===== src/rtl/volume_level_monitor.sv =====
// Volume level monitor: keeps a decaying peak of accepted samples, classifies
// loudness with a qualified hysteresis FSM and reports loud/quiet transitions.
module volume_level_monitor #(
  parameter int DATA_W      = 16,
  parameter int HI_THRESH   = 1000,
  parameter int LO_THRESH   = 600,
  parameter int HOLD_CYCLES = 4,
  parameter int DECAY_SHIFT = 4
) (
  input  logic              clock,
  input  logic              reset,
  input  logic              io_in_valid,
  output logic              io_in_ready,
  input  logic [DATA_W-1:0] io_in_bits,
  output logic              io_evt_valid,
  input  logic              io_evt_ready,
  output logic              io_evt_loud,
  output logic [DATA_W-1:0] io_peak,
  output logic [1:0]        io_state
);
  localparam int CNT_W = $clog2(HOLD_CYCLES + 1);
  localparam logic [DATA_W-1:0] HI_T = DATA_W'(HI_THRESH);
  localparam logic [DATA_W-1:0] LO_T = DATA_W'(LO_THRESH);
  // Count value whose next qualifying sample commits the transition.
  localparam logic [CNT_W-1:0]  CNT_LAST = CNT_W'(HOLD_CYCLES - 1);

  typedef enum logic [1:0] {
    S_QUIET   = 2'd0,
    S_ATTACK  = 2'd1,
    S_LOUD    = 2'd2,
    S_RELEASE = 2'd3
  } state_t;

  state_t            state_q, state_d;
  logic [CNT_W-1:0]  cnt_q, cnt_d;
  logic [DATA_W-1:0] peak_q, peak_d;
  logic              evt_valid_q, evt_valid_d;
  logic              evt_loud_q, evt_loud_d;

  logic              accept;
  logic              is_hi, is_lo;
  logic [DATA_W-1:0] decayed;

  assign accept  = io_in_valid && !evt_valid_q;
  assign is_hi   = io_in_bits >= HI_T;
  assign is_lo   = io_in_bits < LO_T;
  assign decayed = peak_q - (peak_q >> DECAY_SHIFT);

  always_comb begin
    state_d     = state_q;
    cnt_d       = cnt_q;
    peak_d      = peak_q;
    evt_valid_d = evt_valid_q;
    evt_loud_d  = evt_loud_q;

    if (evt_valid_q && io_evt_ready) evt_valid_d = 1'b0;

    // Input is stalled while an event is pending, so a commit never
    // collides with the pending event above.
    if (accept) begin
      peak_d = (io_in_bits > decayed) ? io_in_bits : decayed;
      unique case (state_q)
        S_QUIET: begin
          if (is_hi) begin
            state_d = S_ATTACK;
            cnt_d   = CNT_W'(1);
          end
        end
        S_ATTACK: begin
          if (!is_hi) begin
            state_d = S_QUIET;
            cnt_d   = '0;
          end else if (cnt_q == CNT_LAST) begin
            state_d     = S_LOUD;
            cnt_d       = '0;
            evt_valid_d = 1'b1;
            evt_loud_d  = 1'b1;
          end else begin
            cnt_d = cnt_q + CNT_W'(1);
          end
        end
        S_LOUD: begin
          if (is_lo) begin
            state_d = S_RELEASE;
            cnt_d   = CNT_W'(1);
          end
        end
        S_RELEASE: begin
          if (!is_lo) begin
            state_d = S_LOUD;
            cnt_d   = '0;
          end else if (cnt_q == CNT_LAST) begin
            state_d     = S_QUIET;
            cnt_d       = '0;
            evt_valid_d = 1'b1;
            evt_loud_d  = 1'b0;
          end else begin
            cnt_d = cnt_q + CNT_W'(1);
          end
        end
        default: begin
          state_d = S_QUIET;
          cnt_d   = '0;
        end
      endcase
    end
  end

  always_ff @(posedge clock or posedge reset) begin
    if (reset) begin
      state_q     <= S_QUIET;
      cnt_q       <= '0;
      peak_q      <= '0;
      evt_valid_q <= 1'b0;
      evt_loud_q  <= 1'b0;
    end else begin
      state_q     <= state_d;
      cnt_q       <= cnt_d;
      peak_q      <= peak_d;
      evt_valid_q <= evt_valid_d;
      evt_loud_q  <= evt_loud_d;
    end
  end

  assign io_in_ready  = !evt_valid_q;
  assign io_evt_valid = evt_valid_q;
  assign io_evt_loud  = evt_loud_q;
  assign io_peak      = peak_q;
  assign io_state     = state_q;
endmodule


===== config.mk =====
export PLATFORM = sky130hd
export DESIGN_NAME = volume_level_monitor
export DESIGN_NICKNAME = d
export VERILOG_FILES = /design/src/rtl/volume_level_monitor.sv
export SDC_FILE = /design/constraint.sdc
export NUM_CORES = 1
export LEC_CHECK = 0
export ABC_AREA = 1
export CORE_ASPECT_RATIO = 2
export CORE_MARGIN = 5
export CORE_UTILIZATION = 55
export CTS_BUF_LIST = sky130_fd_sc_hd__clkbuf_16
export CTS_CLUSTER_SIZE = 28
export DETAILED_ROUTE_END_ITERATION = 10
export GPL_ROUTABILITY_DRIVEN = 1
export PLACE_DENSITY = 0.8
export SYNTH_ARGS = -nofsm -noshare
export SYNTH_HDL_FRONTEND = slang
export SYNTH_SLANG_ARGS = --single-unit
export TNS_END_PERCENT = 30

===== constraint.sdc =====
create_clock -name clock -period 3 [get_ports clock]
set_clock_uncertainty 0.05 [all_clocks]
set_input_delay 0.45 -clock clock [delete_from_list [all_inputs] [get_ports clock]]
set_output_delay 0.45 -clock clock [all_outputs]
set_load 0.1 [all_outputs]

**Yosys cells after proc, flatten, opt, wreduce, memory -nomap -nowiden**

Cells that the tools add are included.

- Bits in registers: 23
- Input bits: 20
- Output and inout port bits: 21
- Logic and storage cells: 55

- Add/subtract/negate cells: 2
- $lt $le $gt $ge: 3
- Eq/ne operators: 12
- Mux-type cells: 25
- Reductions and logical operators: 8

Operators by type and width:

| kind | count |
|---|---|
| $ge A16 B10 Y1 const B | 1 |
| $gt A16 B16 Y1 | 1 |
| $lt A16 B10 Y1 const B | 1 |
| $mux W16 | 1 |
| $sub A16 B12 Y16 | 1 |
| $mux W3 | 5 |
| $mux W2 | 6 |
| $ne A2 B2 Y1 const B | 6 |
| $pmux W3 S4 | 1 |
| $mux W1 | 9 |
| $pmux W2 S4 | 1 |
| $ne A3 B3 Y1 const B | 2 |
| $reduce_and A6 Y1 | 1 |
| $reduce_and A5 Y1 | 1 |
| $eq A2 B2 Y1 const B | 2 |
| $pmux W1 S2 | 2 |
| $add A3 B1 Y3 const B | 1 |
| $eq A3 B2 Y1 const B | 1 |
| $reduce_and A3 Y1 | 1 |
| $eq A2 B1 Y1 const B | 1 |
| $logic_and A1 B1 Y1 | 2 |
| $logic_not A2 Y1 | 1 |
| $reduce_bool A2 Y1 | 1 |
| $logic_not A1 Y1 | 1 |

**Depth between registers and ports, before layout**

Gate-level depths: netlist of the first run.

- Depth after elaboration: 6
- Gate-level depth with buffers: 23
- Depth with buffers taken out: 22

**Worst setup path after synthesis of the first run**

No wires, ideal clock.

- Path kind: register -> register
- From: reg peak_q[0] (netlist: io_peak[0])
- To: reg peak_q[5] (netlist: io_peak[5])
- Setup time: 120 ps
- Arrival time: 3282 ps
- Required time: 2830 ps
- Path slack: -452 ps
- Stages on the path, launching flop included: 19
- Buffers on the path: 1
- Clock period less this slack: 3452 ps
- Path through: dfrtp_1 inv_1 ha_1 fa_1 inv_1 nand2_1 nand3b_1 nand2_1 nand3_1 nand2_1 ha_1 nand2_1 nor3_2 nand3_2 nand2_4 buf_6 nand2_1 nand3_1 nand2_1

- Cells in the longest elaborated chain, start to end: 3

RTL lines:

| what | RTL line | source |
|---|---|---|
| start: declaration | 36 | `logic [DATA_W-1:0] peak_q, peak_d;` |
| start signal: assignment | 119 | `peak_q <= peak_d;` |
| $sub A16 B12 Y16 * | 47 | `assign decayed = peak_q - (peak_q >> DECAY_SHIFT);` |
| $gt A16 B16 Y1 | 61 | `peak_d = (io_in_bits > decayed) ? io_in_bits : decayed;` |
| $mux W16 * | 61 |  |

Every way passes the cells marked *; elsewhere a longest branch is shown, timed or not.
A chain may end at the register's enable or synchronous reset.

**Worst setup path after layout of the first run**

- From: reg peak_q[7] (netlist: io_peak[7])
- To: reg peak_q[2] (netlist: io_peak[2])

- Cells in the longest elaborated chain, start to end: 3

RTL lines:

| what | RTL line |
|---|---|
| $sub A16 B12 Y16 | 47 |
| $gt A16 B16 Y1 | 61 |
| $mux W16 | 61 |

No other way between the ends.

==> out/results.ini, run 1 <==
[synthesis]
async_flop_share_pct = 100
netlist_area_um2 = 2570
yosys.area.top_type = nand2_1
synthTopCellsByCount = nand2_1, inv_1, nand3_1, ha_1, nor2_1
synth_cell_types = 28
synth_top_area_share_pct = 24.1
syn_area_per_cell_um2 = 6.07
synth_cells = 423
postSynthNetCount = 473
synth_seq_cells = 23
synthFlopType = dfrtp_1
ys_top_cells_by_area = nand2_1, dfrtp_1, ha_1
ys_warn_count = 0
synth-edff-count = 0
yosysMostFrequentCell = nand2_1
yosysSeqAreaShare_pct = 22.4

[timing]
relSlewSlack_pct = 32.6
period_share_pct = 106
rsz0062_at_grt = yes
slew_violations = 0
period_needed_ns = 3.19
hold_violations = 0
whs_ns = 0.451
clock.fmax_ghz = 0.313
worst_slew_pin_slew_ns = 1.01
setup_viol_count_final = 16
fin_setup_tns_ns = -2.01
layout_setup_ws_ns = -0.191

[status]
violations = setup timing
status = finished, violations left

[worst_setup_path]
r2r_start = io_peak[7]
start_kind = flip-flop
r2r.worst_path.cells = 19
crit_end = io_peak[2]
end_kind = flip-flop
cp_data_arrival_time_ns = 3.33
r2r_slack_ns = -0.19
crit_start = io_peak[7]
crit_fanout = 7
cp.required_ns = 3.14
criticalPathCategory = flip-flop to flip-flop
worstReg2RegEnd = io_peak[2]

[finish]
final_nets = 556
drive_gt1_share_pct = 33.1
regArea_um2 = 623
area_delta_synth_final_pct = 53.5
nFillCells = 252
diodes = 0
fin_cells = 560
multi_input_area_um2 = 2180

[detailed_routing]
drt-wirelength-per-cell_um = 18.5
via_per_inst = 6.03
drc = 0
drtIter0Drc = 254
wl_um = 10400
vias = 3375
first_pass_iters = 7
final_antenna_net_count = 0

[place]
dp_hpwl_um = 6370
pre_cts_ws_ns = -0.130
gp_congestion = 0.936
dp.cells = 543
io_buffers = 40

[global_routing]
gr-total-overflow = 0
grt_pass1_vias = 3253
grt_pass1_wl_um = 14400
grt_start_max_net_pins = 24
grt_use_total_pct = 29.9
antenna_found_initial = 0

[floorplan]
ios = 41
die_h_um = 107
num_rows = 35
dieArea_um2 = 6220
initial_core_util_pct = 56.4
die_w_um = 58.3
core_area_um2 = 4550

[clock_tree]
cts.sinks = 23
clk_latency_ns = 0.26
clk_pin_slew_ns = 0.06
cts_max_level = 1
clk_path_buf_depth = 2
cts_buffers = 3
cts_tree = yes
cts_root_buf = clkbuf_16

[min_path]
hold_class = flip-flop to flip-flop
holdPathStages = 2

[job]
maxCapViolCount = 0

[layout make-up]
| cell class | count | share of cell area, % |
|---|---|---|
| clock buffers | 3 | 1.90 |
| clock inverters | 1 | 0.0952 |
| inverters | 75 | 7.14 |
| multi-input cells | 322 | 55.4 |
| flip-flops and latches | 23 | 15.8 |
| well taps | 55 | 1.74 |
| repair buffers | 81 | 17.9 |
[worst min path at each step]
stage                            end       start
after floorplan             cnt_q[0]       reset
after CTS                   cnt_q[1]    cnt_q[1]
after global routing      io_peak[1]  io_peak[1]
after global placement      cnt_q[1]    cnt_q[1]
after detailed placement    cnt_q[1]    cnt_q[1]
final                       cnt_q[1]    cnt_q[1]
[per-stage QoR]
stage | cell area (um^2) | util (%)
after floorplan | 2640 | -
after global placement | 3260 | 71.6
after detailed placement | 3260 | 71.6
after CTS | 3630 | 79.7
after global routing | 3940 | 86.6
final | 3940 | 86.6
[cells in the final DEF, fill, tap and decap left out, types with 9 or more instances in the layout]
cell               n
ha_4              16
dfrtp_4           11
nor2_1            17
nand3_1           31
ha_1              13
nand3_2           18
clkdlybuf4s50_1   19
nand2_2           21
nand4_1            9
buf_4             56
inv_1             68
nand2_1          145
[cells by family after synthesis]
logic type | synth area share (%)
AND/OR/NAND/NOR | 43.6
buffers and inverters | 12.2
adder cells (fa/ha/maj) | 14.9
flip-flops | 22.4
AO/OA/AOI/OAI | 4.77
XOR/XNOR | 2.05
[registers in the layout, summed over array words and instances (netlist names)]
register	count
cnt_q	3
io_evt_loud	1
io_evt_valid	1
io_peak	16
io_state	2
[layer usage]
| metal | global-route usage, % | vias to the layer above | wire length, um |
|---|---|---|---|
| met4 | 18.7 | 0 | 871 |
| met5 | 0 | - | 0 |
| met2 | 55.8 | 211 | 5580 |
| met3 | 2.17 | 84 | 526 |
| met1 | 30.3 | 1582 | 3410 |
| li1 | - | 1498 | - |
[worst max-delay path, cell delays in order, from the launching register on]
cell,delay [ns]
dfrtp_4,0.51
inv_1,0.10
ha_4,0.22
nand2_1,0.06
nand2_1,0.07
nand2_1,0.10
nand3b_1,0.18
nand2_1,0.14
nand2_1,0.08
nand2_1,0.10
nand2_2,0.09
ha_4,0.28
nand2_2,0.09
nor3_4,0.23
buf_6,0.13
nand3_4,0.18
buf_8,0.22
nand3_2,0.07
nand3_1,0.10
nand2_1,0.11
[what timing repair did]
item / in CTS / in global routing
pin swaps: 30 / 37
hold buffers: 0 / 0
resized for setup: 40 / 54
endpoints found under the setup margin: 16 / 16
cloned: 4 / 0
setup buffers: 5 / 4
Power of run 1 is not shown: default switching activity piles up to over one toggle a cycle in this logic, so the estimate is an artifact.
==> run 2, diff against run 1 <==
Settings changed: CTS_BUF_LIST sky130_fd_sc_hd__clkbuf_16 to default, RECOVER_POWER from default to 50.
==> run 2 against run 1 <==
Effect of this change: the run still ends with setup timing left; die area unchanged; worst setup slack worse by 0.080 ns; cell count unchanged; largest cell class unchanged; via count fell by 5.1%; worst hold slack improved by 0.0050 ns.
==> out/results.ini, run 2 (synthesis gave the netlist of run 1 again) <==
[worst_setup_path]
crit_path_max_incr_delay_ns = 0.53
path_cells = buf_6 -> ha_4 -> nand2_4 -> inv_1 -> nand2_1 -> nor2_1 -> nand2_1 -> nand3_1 -> nand2_1 -> ha_1 -> nand2_2 -> o21ai_0 -> a21oi_2 -> buf_4 -> nand2_8 -> clkbuf_16 -> nand3_1 -> nand3_1 -> nand2_1
cp_data_arrival_time_ns = 3.39
crit_fanout = 5
path_common_cell = nand2_1
criticalPathCategory = flip-flop to flip-flop
start_kind = flip-flop
slowest_stage = dfrtp_4
cp.required_ns = 3.12
end_kind = flip-flop

[timing]
slew_violations = 0
hold_violations = 0
rsz0062_at_grt = yes
clock.fmax_ghz = 0.306
worst_slew_pin_slew_ns = 1.18
period_share_pct = 109
layout_setup_ws_ns = -0.271
whs_ns = 0.456
setup_viol_count_final = 16
relSlewSlack_pct = 21.9
period_needed_ns = 3.27

[floorplan]
die_w_um = 58.3
dieArea_um2 = 6220
num_rows = 35
die_h_um = 107
ios = 41
core_area_um2 = 4550
initial_core_util_pct = 56.4

[global_routing]
grt_pass1_vias = 2987
gr-total-overflow = 0
grt_start_max_net_pins = 24
grt_pass1_wl_um = 13200
antenna_found_initial = 0
grt_use_total_pct = 27.2

[finish]
mostFrequentLayoutCells = nand2_1, inv_1, buf_4, nand3_1
drive_gt1_share_pct = 27.5
fin_cells = 560
final_nets = 556
diodes = 0
largest_reg_flops = 16
final_area_um2 = 3740
final_common_cell = nand2_1
area_delta_synth_final_pct = 45.7
utilization_pct = 82.2

[place]
gp_congestion = 0.936
io_buffers = 40
dp.cells = 543
placed_area_um2 = 3260
dp_hpwl_um = 6370

[detailed_routing]
vias = 3203
drt-wirelength-per-cell_um = 17.5
drc = 0
final_antenna_net_count = 0
drtIter0Drc = 186
wl_um = 9810
via_per_inst = 5.72
first_pass_iters = 6

[clock_tree]
cts_max_level = 1
clk_path_buf_depth = 2
clk_latency_ns = 0.28
cts.sinks = 23
cts_buffers = 3
cts_root_buf = clkbuf_8
cts_tree = yes
holdBufCountCts = 0
clk_pin_slew_ns = 0.09

[min_path]
hold_class = flip-flop to flip-flop

[status]
violations = setup timing
status = finished, violations left

[job]
maxCapViolCount = 0

-- run 2: cell types whose count changed in the layout (fill, tap and decap cells not counted), sizes merged --
cell           change
clkbuf            +15
buf               -14
clkdlybuf4s50      -1
dlygate4sd3        +1
inv                -1
-- run 2: worst paths after layout --
path                       slack (ns)  depth (start not counted)         end   startpoint
setup / recovery                -0.27                         19  io_peak[5]  io_peak[10]
hold / removal                   0.46                          2    cnt_q[1]     cnt_q[1]
setup reg to reg                -0.27                         19  io_peak[5]  io_peak[10]
hold reg to reg                  0.46                          2    cnt_q[1]     cnt_q[1]
max in group asynchronous        1.42                          2  io_peak[8]        reset
min in group asynchronous        0.77                          2    cnt_q[2]        reset
-- run 2: per-stage QoR --
stage | setup TNS [ns] | worst slack (ns)
4_1_cts | 0 | 0.000181
6_report | -3.39 | -0.271
3_3_place_gp | -0.660 | -0.0886
3_5_place_dp | -1.30 | -0.130
2_1_floorplan | 0 | 0.00409
5_1_grt | -5.37 | -0.383
-- run 2: layout make-up --
class / instances / area, um^2
sequential: 23 / 623
tap: 55 / 68.8
clock buffer: 4 / 45.0
fill: 307 / 811
inverter: 75 / 287
multi-input combinational: 322 / 2060
timing repair buffer: 81 / 656
-- run 2: repair_timing --
item	CTS	global route
pin swaps	9	46
setup endpoints to repair	16	16
gates cloned	1	3
gates resized for setup	20	55
setup buffers	2	7
-- run 2: worst max-delay path: cells and delay by family, from the launching register on --
kind                       cells  cell delay [ns]
and+or+nand+nor               11             1.05
DFF                            1             0.53
adders and majority gates      2             0.66
AOI/OAI and AO/OA              2             0.34
buffers and inverters          4             0.53
-- run 2: layer usage --
layer	part of all wire (%)	wire length [um]	vias to the layer above	GRT usage (%)
li1	-	-	1504	-
met1	34	3350	1481	28.5
met2	55	5400	167	51.5
met3	5.5	535	51	2.53
met4	5.3	524	0	12.8
met5	0	0	-	0
Power of run 2 is left out for the same reason.
==> run 3, diff against run 2 <==
Settings changed: SKIP_CTS_REPAIR_TIMING from default to 1.
==> run 3 against run 2 <==
Effect of this change: the flow still finishes with violations (setup timing); worst setup slack improved by 0.036 ns; sequential share of layout area increased by 0.16 points; cell count decreased by 0.54%; worst hold slack improved by 0.0067 ns; count of clock-buffer cells in the layout unchanged; fmax increased by 1.1%; routed wire length decreased by 2.5%; global-route usage decreased by 0.95 points; critical path type unchanged.
==> out/results.ini, run 3 (synthesis gave the netlist of run 1 again) <==
[timing]
hold_violations = 0
fin_setup_tns_ns = -2.71
relSlewSlack_pct = 21.9
clock.fmax_ghz = 0.309
worst_slew_pin_slew_ns = 1.18
period_share_pct = 108
rsz0062_at_grt = yes
slew_violations = 0
setup_viol_count_final = 16
layout_setup_ws_ns = -0.235
period_needed_ns = 3.23
whs_ns = 0.463

[status]
status = finished, violations left
violations = setup timing

[global_routing]
grt_use_total_pct = 26.3
grt_start_max_net_pins = 24
grt_pass1_vias = 2863
gr-total-overflow = 0
antenna_found_initial = 0
grt_pass1_wl_um = 12800

[floorplan]
initial_core_util_pct = 56.4
ios = 41
die_w_um = 58.3
core_area_um2 = 4550
num_rows = 35
dieArea_um2 = 6220
die_h_um = 107

[finish]
diodes = 0
drive_gt1_share_pct = 25.5
largest_reg_flops = 16
area_delta_synth_final_pct = 44.4
nFillCells = 334
mostFrequentLayoutCells = nand2_1, inv_1, buf_4, nand3_1, nand3_2
final_common_cell = nand2_1
final_area_um2 = 3710
final_nets = 553

[clock_tree]
cts_max_level = 1
cts_root_buf = clkbuf_8
clk_pin_slew_ns = 0.09
cts_tree = yes
cts.sinks = 23
clk_latency_ns = 0.27
cts_buffers = 3
clk_path_buf_depth = 2

[detailed_routing]
vias = 3232
wl_um = 9570
first_pass_iters = 5
drt-wirelength-per-cell_um = 17.2
via_per_inst = 5.80
final_antenna_net_count = 0
drc = 0
drtIter0Drc = 212

[worst_setup_path]
crit_path_max_incr_delay_ns = 0.51
cp_data_arrival_time_ns = 3.35
slowest_stage = dfrtp_4
path_common_cell = nand2_1
crit_fanout = 5
path_cells = inv_1 -> ha_4 -> or2_2 -> nand3_1 -> nand2_2 -> nand2_1 -> nand2_1 -> nand2_1 -> nand2_1 -> ha_1 -> nand2_1 -> nor3_4 -> nand2_4 -> nand2_8 -> clkbuf_16 -> nand3_2 -> nand3_1 -> nand2_1
cp.required_ns = 3.11
start_kind = flip-flop
criticalPathCategory = flip-flop to flip-flop
end_kind = flip-flop
r2r.worst_path.cells = 18

[place]
gp_congestion = 0.936
dp_hpwl_um = 6370
placed_area_um2 = 3260
io_buffers = 40

[min_path]
hold_class = flip-flop to flip-flop
holdPathStages = 2

[job]
maxCapViolCount = 0

## run 3: cell types whose count changed in the layout (fill, tap and decap cells not counted), sizes merged
cell,delta
buf,-3
## run 3: worst paths after layout
kind                       slack (ns)      endpoint        from
setup / recovery                -0.23    io_peak[6]  io_peak[6]
max in group asynchronous        1.41   io_peak[13]       reset
min in group asynchronous        0.78  io_evt_valid       reset
hold / removal                   0.46      cnt_q[1]    cnt_q[1]
hold reg to reg                  0.46      cnt_q[1]    cnt_q[1]
setup reg to reg                -0.23    io_peak[6]  io_peak[6]
## run 3: metrics by stage
step,cells,utilization (%),worst slack (ns)
6_report,557,81.4,-0.235
5_1_grt,557,81.4,-0.396
4_1_cts,547,72.6,-0.153
3_5_place_dp,543,71.6,-0.130
3_3_place_gp,543,71.6,-0.0886
2_1_floorplan,423,-,0.00409
## run 3: layout make-up
class | count | area (um^2) | share of cell area [%]
clock buffers | 4 | 45.0 | 1.21
well taps | 55 | 68.8 | 1.86
repair buffers | 78 | 638 | 17.2
inverters | 75 | 282 | 7.59
multi-input cells | 322 | 2050 | 55.3
flip-flops and latches | 23 | 623 | 16.8
## run 3: per-layer routing
| metal | vias to the layer above | part of all wire, % | track usage, % |
|---|---|---|---|
| li1 | 1491 | - | - |
| met1 | 1505 | 34 | 27.7 |
| met2 | 178 | 56 | 50.6 |
| met3 | 58 | 4.8 | 2.41 |
| met4 | 0 | 5.8 | 10.1 |
| met5 | - | 0 | 0 |
## run 3: worst max-delay path: cells and delay by family, from the launching register on
kind / cells / cell delay [ns]
flops: 1 / 0.51
buf+inv: 2 / 0.25
simple gates: 14 / 1.80
fa+ha+maj: 2 / 0.50
Power of run 3 is left out for the same reason.
